`config.mk`:
```
export PLATFORM = sky130hd
export DESIGN_NAME = convolution_coprocessor_mux_rr
export DESIGN_NICKNAME = d
export VERILOG_FILES = /design/src/rtl/convolution_coprocessor_mux_rr.sv
export SDC_FILE = /design/constraint.sdc
export NUM_CORES = 1
export LEC_CHECK = 0
export BUFFER_PORTS_ARGS = -buffer_cell sky130_fd_sc_hd__buf_2
export CORE_UTILIZATION = 50
export DETAILED_ROUTE_END_ITERATION = 7
export MAX_ROUTING_LAYER = met4
export PLACE_DENSITY = 0.78
export SLEW_MARGIN = 15
export SYNTH_ARGS = -nofsm -noshare
export SYNTH_HDL_FRONTEND = slang
export SYNTH_SLANG_ARGS = --single-unit
```
`constraint.sdc`:
```
create_clock -name clk -period 7.7 [get_ports clk]
set_clock_uncertainty 0.05 [all_clocks]
set_input_delay 1.54 -clock clk [delete_from_list [all_inputs] [get_ports clk]]
set_output_delay 1.54 -clock clk [all_outputs]
set_load 0.01 [all_outputs]
```
`src/rtl/convolution_coprocessor_mux_rr.sv`:
```
// N-channel registered selector with fixed-select or round-robin grant and a one-entry output register.
// Optional zero-pad injection is enabled by defining CONV_MUX_ZERO_PAD_EN.
module convolution_coprocessor_mux_rr #(
   parameter  int DATA_WIDTH = 6,
   parameter  int NUM_CH     = 4,
   localparam int SEL_WIDTH  = $clog2(NUM_CH)
) (
   input  logic                         clk,
   input  logic                         rst,
   input  logic [NUM_CH*DATA_WIDTH-1:0] in_data,
   input  logic [NUM_CH-1:0]            in_valid,
   output logic [NUM_CH-1:0]            in_ready,
   input  logic                         mode,
   input  logic [SEL_WIDTH-1:0]         sel,
   input  logic                         pad,
   output logic [DATA_WIDTH-1:0]        out_data,
   output logic                         out_valid,
   input  logic                         out_ready,
   output logic [SEL_WIDTH-1:0]         out_ch,
   output logic                         sel_err
);

   logic [NUM_CH-1:0][DATA_WIDTH-1:0] lane_data;
   logic [NUM_CH-1:0]                 grant;
   logic [SEL_WIDTH-1:0]              win;
   logic [SEL_WIDTH-1:0]              ptr;
   logic                              load_en;
   logic                              pad_active;
   logic                              sel_ok;
   logic                              xfer;
   logic                              found;

   for (genvar k = 0; k < NUM_CH; k++) begin : g_lane
      assign lane_data[k] = in_data[k*DATA_WIDTH +: DATA_WIDTH];
   end

`ifdef CONV_MUX_ZERO_PAD_EN
   assign pad_active = pad;
`else
   logic unused_pad;
   assign unused_pad = pad;
   assign pad_active = 1'b0;
`endif

   assign load_en = !out_valid | out_ready;
   assign sel_ok  = ({{(32-SEL_WIDTH){1'b0}}, sel} < 32'(NUM_CH));

   // Round-robin search begins one past the last winner, so ptr=NUM_CH-1 favours channel 0.
   always_comb begin
      int idx;
      grant = '0;
      win   = '0;
      found = 1'b0;
      idx   = 0;
      if (!mode) begin
         if (sel_ok && in_valid[sel]) begin
            grant[sel] = 1'b1;
            win        = sel;
         end
      end else begin
         for (int i = 1; i <= NUM_CH; i++) begin
            idx = (int'(ptr) + i) % NUM_CH;
            if (!found && in_valid[idx]) begin
               found      = 1'b1;
               grant[idx] = 1'b1;
               win        = SEL_WIDTH'(idx);
            end
         end
      end
   end

   assign in_ready = rst ? '0 : (grant & {NUM_CH{load_en & !pad_active}});
   assign xfer     = |(in_valid & in_ready);

   always_ff @(posedge clk) begin
      if (rst) begin
         out_data  <= '0;
         out_valid <= 1'b0;
         out_ch    <= '0;
         sel_err   <= 1'b0;
         ptr       <= SEL_WIDTH'(NUM_CH-1);
      end else begin
         if (!mode && !sel_ok)
            sel_err <= 1'b1;
         if (load_en) begin
            if (pad_active) begin
               out_data  <= '0;
               out_ch    <= '0;
               out_valid <= 1'b1;
            end else if (xfer) begin
               out_data  <= lane_data[win];
               out_ch    <= win;
               out_valid <= 1'b1;
               if (mode)
                  ptr <= win;
            end else begin
               out_valid <= 1'b0;
            end
         end
      end
   end

endmodule

```
# After elaboration in Yosys (flattened, before gate mapping)
# Cells that the tools add are included.
[word_totals]
register_bits = 11
elab_cells = 97
output_inout_bits = 14
input_bits = 35
[op_classes]
add_sub_neg = 4
magnitude_cmp = 11
mux = 49
bitwise_logic = 10
n_reduce_logical = 19
[op_table]
columns = ["operator", "count"]
rows = [
  ["4-bit two-way mux", 10],
  ["1-bit two-way mux", 21],
  ["3-bit by 4-bit less-than comparator with 1-bit output, second input constant", 4],
  ["6-bit binary-select mux with 2-bit select", 1],
  ["3-bit by 1-bit >= comparator with 1-bit output, second input constant", 4],
  ["2-bit two-way mux", 6],
  ["4-bit OR", 3],
  ["1-bit binary-select mux with 2-bit select", 5],
  ["1-bit demux with 2-bit select", 5],
  ["4-bit bitwise AND", 2],
  ["1-bit logical AND", 8],
  ["2-bit OR reduction", 4],
  ["2-bit by 3-bit less-than comparator with 1-bit output, second input constant", 2],
  ["6-bit two-way mux", 1],
  ["2-bit by 1-bit adder with 2-bit output, second input constant", 2],
  ["2-bit adder, second input constant", 2],
  ["1-bit bitwise AND, first input constant", 4],
  ["1-bit zero test", 4],
  ["4-bit OR reduction", 1],
  ["3-bit AND reduction", 1],
  ["2-bit by 1-bit >= comparator with 1-bit output, second input constant", 1],
  ["2-bit AND reduction", 1],
  ["1-bit OR", 1],
]

# Logic depth before layout (Yosys ltp)
[depth]
word_depth = 25
mapped_depth = 12
depth_no_buf = 9

# Worst setup path before layout
# Ideal clock, no wire load.
[synth_path]
path_type = "input to output"
startpoint = "in in_valid[2]"
endpoint = "out in_ready[0]"
slack_ns = 3.049
arrival_time_ns = 3.061
path_stages = 7
n_path_buf = 2
cell_sequence = "buf_2 > clkbuf_1 > mux2_2 > o21a_1 > a21oi_1 > a221oi_1 > a211oi_1"
[synth_between]
elab_chain_cells = 19
[synth_rtl]
columns = ["item", "line", "source"]
rows = [
  ["start, declared", "11", "input logic [NUM_CH-1:0] in_valid,"],
  ["1-bit binary-select mux with 2-bit select", "63", "if (!found && in_valid[idx]) begin"],
  ["1-bit two-way mux (implied by the code) (2 in series)", "63", ""],
  ["1-bit two-way mux", "63", ""],
  ["1-bit two-way mux", "55", "if (!mode) begin"],
  ["1-bit zero test", "63", ""],
  ["1-bit logical AND", "63", ""],
  ["1-bit two-way mux", "63", ""],
  ["1-bit two-way mux", "55", ""],
  ["[2 not listed]", "-", ""],
  ["1-bit two-way mux", "63", ""],
  ["1-bit two-way mux", "55", ""],
  ["1-bit zero test", "63", ""],
  ["1-bit logical AND", "63", ""],
  ["4-bit two-way mux", "63", ""],
  ["4-bit two-way mux *", "55", ""],
  ["4-bit bitwise AND *", "72", "assign in_ready = rst ? '0 : (grant & {NUM_CH{load_en & !pad_active}});"],
  ["4-bit two-way mux *", "72", ""],
  ["end, declared", "12", "output logic [NUM_CH-1:0] in_ready,"],
]
# Mark *: on every way between the ends. The rest lies on a longest branch, timed or not. The select of a mux whose other input is x is not followed.

# Final worst setup path
[layout_path]
startpoint = "reg ptr[0]"
endpoint = "out in_ready[3]"
[layout_between]
elab_chain_cells = 20
[layout_rtl]
columns = ["item", "line", "source"]
rows = [
  ["start, declared", "26", "logic [SEL_WIDTH-1:0] ptr;"],
  ["start signal, assigned", "81", "ptr <= SEL_WIDTH'(NUM_CH-1);"],
  ["start signal, assigned", "95", "ptr <= win;"],
  ["2-bit by 1-bit adder with 2-bit output", "62", "idx = (int'(ptr) + i) % NUM_CH;"],
  ["2-bit OR reduction (no line) / 1-bit binary-select mux with 2-bit select (equally long branches)", "-", ""],
  ["1-bit bitwise AND (no line) / 1-bit two-way mux (equally long branches)", "-", ""],
  ["3-bit by 4-bit less-than comparator with 1-bit output (implied by the code), or another cell as far along", "65", "grant[idx] = 1'b1;"],
  ["1-bit logical AND (implied by the code) / 1-bit two-way mux (equally long branches)", "65, 63", ""],
  ["1-bit two-way mux (on tied branches)", "65, 55", ""],
  ["1-bit demux with 2-bit select / 1-bit zero test (equally long branches)", "65, 63", ""],
  ["4-bit two-way mux / 1-bit logical AND (equally long branches)", "63", ""],
  ["[4 not listed]", "-", ""],
  ["4-bit OR (no line) / 1-bit two-way mux (equally long branches)", "-", ""],
  ["4-bit two-way mux / 1-bit two-way mux (equally long branches)", "63, 55", ""],
  ["4-bit two-way mux / 1-bit zero test (equally long branches)", "55, 63", ""],
  ["4-bit OR (no line) / 1-bit logical AND (equally long branches)", "-", ""],
  ["4-bit two-way mux *", "63", ""],
  ["4-bit two-way mux *", "55", ""],
  ["4-bit bitwise AND *", "72", ""],
  ["4-bit two-way mux *", "72", ""],
]
# Marks and branches as above.

==> metrics.cfg <==
[synth]
ys.flop_type = dfxtp_1
ys_async_sr_fraction = 0
syn_area_sq_um = 1560
synth_common_cells = mux2i_1 (24), nand2_1 (13), a21oi_1 (11), dfxtp_1 (11), nand2b_1 (11)
synth_area_leaders = mux2i_1 (15%), dfxtp_1 (14%), ha_1 (6.4%)
synth_cells = 187
synth_fp_nets = 230
yosysUniqueCellTypes = 56
synth_top_area_share = 0.154
synth_enable_flop_cells = 0
ys_seq_elements = 11
postSynthAreaPerCell_sq_um = 8.32
yosysMostFrequentCell = mux2i_1
ys_warn_count = 0
synth_top_area_cell = mux2i_1
synth_seq_area_share = 0.142

[cts]
cts-hold-fix-buffers = 0
htreeDepth = 1
worstSkewPairLatency_ps = 260
ctsResizeCount = 0
post_cts_buffers = 0
clk_pin_slew_ps = 70
cts_tree = yes
clock_path_buffers = 2
cts-root-buf = clkbuf_4
clock_sinks = 11
cts_buffers = 3

[drt]
routedWlPerCell_um = 14.5
drt-total-wl_um = 3620
dr.pass1.iters = 6
detail-route-antenna-nets = 0
first_iter_violations = 98
via_count = 1515
drc = 2
viasPerCell = 6.06

[setup_path]
cp_slowest_cell = dfxtp_1
crit_required_ps = 6110
critical_path_class = flip-flop to output port
critical_path.top_delay_family = compound AO/OA/AOI/OAI gates
r2r_start = ptr[0]
setup.worst_path.end_class = output port
startpoint = ptr[0]
cp-start-kind = flip-flop
critPathMaxFanout = 19
crit_arrival_ps = 3360
crit_chain = inv_1 > ha_1 > nor2b_1 > a21oi_1 > o32ai_2 > a22oi_1 > a211oi_1 > buf_2
r2r_slack_ps = 3850
crit_path_max_incr_delay_ps = 770
cp_num_buf_inv = 2

[global_routing]
gr-total-overflow = 0
antenna_found_initial = 0
track_usage = 0.232
grt_pass1_wl_um = 5990
grt_pass1_vias = 1372
grt_max_degree = 24

[finish]
layoutNonFillerInstCount = 250
nNetsFinal = 263
drive_gt1_frac = 0.311
final.fill_count = 268
areaGrowthSynthToFinish_pct = 12.1
diodes = 0
final_area_sq_um = 1740

[timing]
slew_headroom = 0.347
period_needed_ps = 4950
finalSetupTns_ps = 0
final.setup.worst_slack_ps = 2750
fmax_mhz = 202
tightest_slew_ps = 972
setup_viol = 0
rsz0062_at_grt = false
drv_slew = 0
period_share = 0.642
finalHoldViolations = 0
hold_slack_ps = 429

[floorplan]
die_w_um = 57.8
start_util = 0.545
num_rows = 19
core_sq_um = 2850
die-area_sq_um = 3340
die_h_um = 57.8
io_pins = 49

[worst_hold_path]
hold_start = out_data[1]
min_path_type = flip-flop to flip-flop

[pwr]
leakage_nw = 0.853
p_switching_w = 0.000143
vdd_ir_drop_max_uv = 117
sw_frac_of_total = 0.436
cellPowerDensity_nw_per_um2 = 188
internal_power_w = 0.000185
combPwrFrac = 0.607
p_seq_frac = 0.277
pwr-share-clk = 0.116

[place]
dp_cells = 246
postPlaceCellArea_sq_um = 1720
preCtsSetupSlack_ps = 2800
place_congestion = 0.862
dpl.hpwl_um = 2630
port_buffers = 46

[run_status]
status = complete, but fails checks
violations = design-rule violations

[flow_run]
max-cap-violations = 0

[sequential cells by signal, summed over array words and instances, names as in the netlist]
name and count:
out_ch 2, out_valid 1, ptr 2, out_data 6
[metrics by stage]
step	util	power, W
after floorplan	-	0.000248
after global placement	0.602	0.000287
after detailed placement	0.602	0.000290
after CTS	0.611	0.000330
after global routing	0.611	0.000354
final	0.611	0.000328
[area by class of cell]
cell class                 instances  area, sq um  share of cell area
clock buffer                       4         26.3              0.0151
inverter                           3         11.3             0.00646
multi-input combinational        155         1220               0.698
sequential                        11          220               0.126
tap                               31         38.8              0.0223
timing repair buffer              46          230               0.132
[layer usage]
layer  vias to the layer above  track usage  share of wire
met1                       705        0.284           0.45
met5                         -            -              0
met3                         4       0.0290          0.038
li1                        762            -              -
met4                         0       0.0986          0.014
met2                        44        0.387           0.50
[power groups by stage]
| stage | logic (W) | clock network [W] | registers [W] |
|---|---|---|---|
| after global placement | 0.000196 | 0 | 0.0000913 |
| after CTS | 0.000200 | 0.0000401 | 0.0000906 |
| final | 0.000199 | 0.0000381 | 0.0000908 |
| after global routing | 0.000220 | 0.0000420 | 0.0000927 |
| after floorplan | 0.000158 | 0 | 0.0000900 |
| after detailed placement | 0.000199 | 0 | 0.0000912 |
[logic make-up (layout without fill, tap and decap cells)]
group           count (synthesis)  count (layout)  share of synthesized area
fa+ha+maj                       8               8                     0.0644
mux                            34              34                      0.236
simple gates                   65              65                      0.247
compound gates                 47              47                      0.233
flops                          11              11                      0.142
buf+inv                        21              53                     0.0764
other cells                     1               1                    0.00241
[path summary, 6_finish.rpt]
| check | endpoint | cells past startpoint |
|---|---|---|
| min | out_data[1] | 2 |
| max reg2reg | out_data[3] | 9 |
| max | in_ready[3] | 8 |
| min reg2reg | out_data[1] | 2 |
[placed cells by master (no fill, tap or decap), types with 3 or more instances in the layout]
| master | netlist | layout |
|---|---|---|
| a211oi_1 | 4 | 4 |
| a21oi_1 | 11 | 11 |
| a22oi_1 | 4 | 4 |
| buf_2 | 7 | 46 |
| clkbuf_4 | 0 | 3 |
| dfxtp_1 | 11 | 11 |
| ha_1 | 8 | 8 |
| inv_1 | 3 | 3 |
| mux2_2 | 8 | 8 |
| mux2i_1 | 24 | 24 |
| nand2_1 | 13 | 13 |
| nand2b_1 | 11 | 11 |
| nand3_1 | 3 | 3 |
| nand4_1 | 3 | 3 |
| nor2_1 | 10 | 10 |
| nor2b_1 | 5 | 5 |
| o21a_1 | 3 | 3 |
[worst reg2reg max path, stage by stage (launching register included)]
cell and delay, ps:
dfxtp_1 770, inv_1 300, ha_1 500, nor2b_1 200, o21ai_0 270, a21oi_1 210, a22oi_1 230, nand4_1 180
o21ai_1 800, mux2i_1 270
Note: power is estimated with default switching activity, not from simulation.
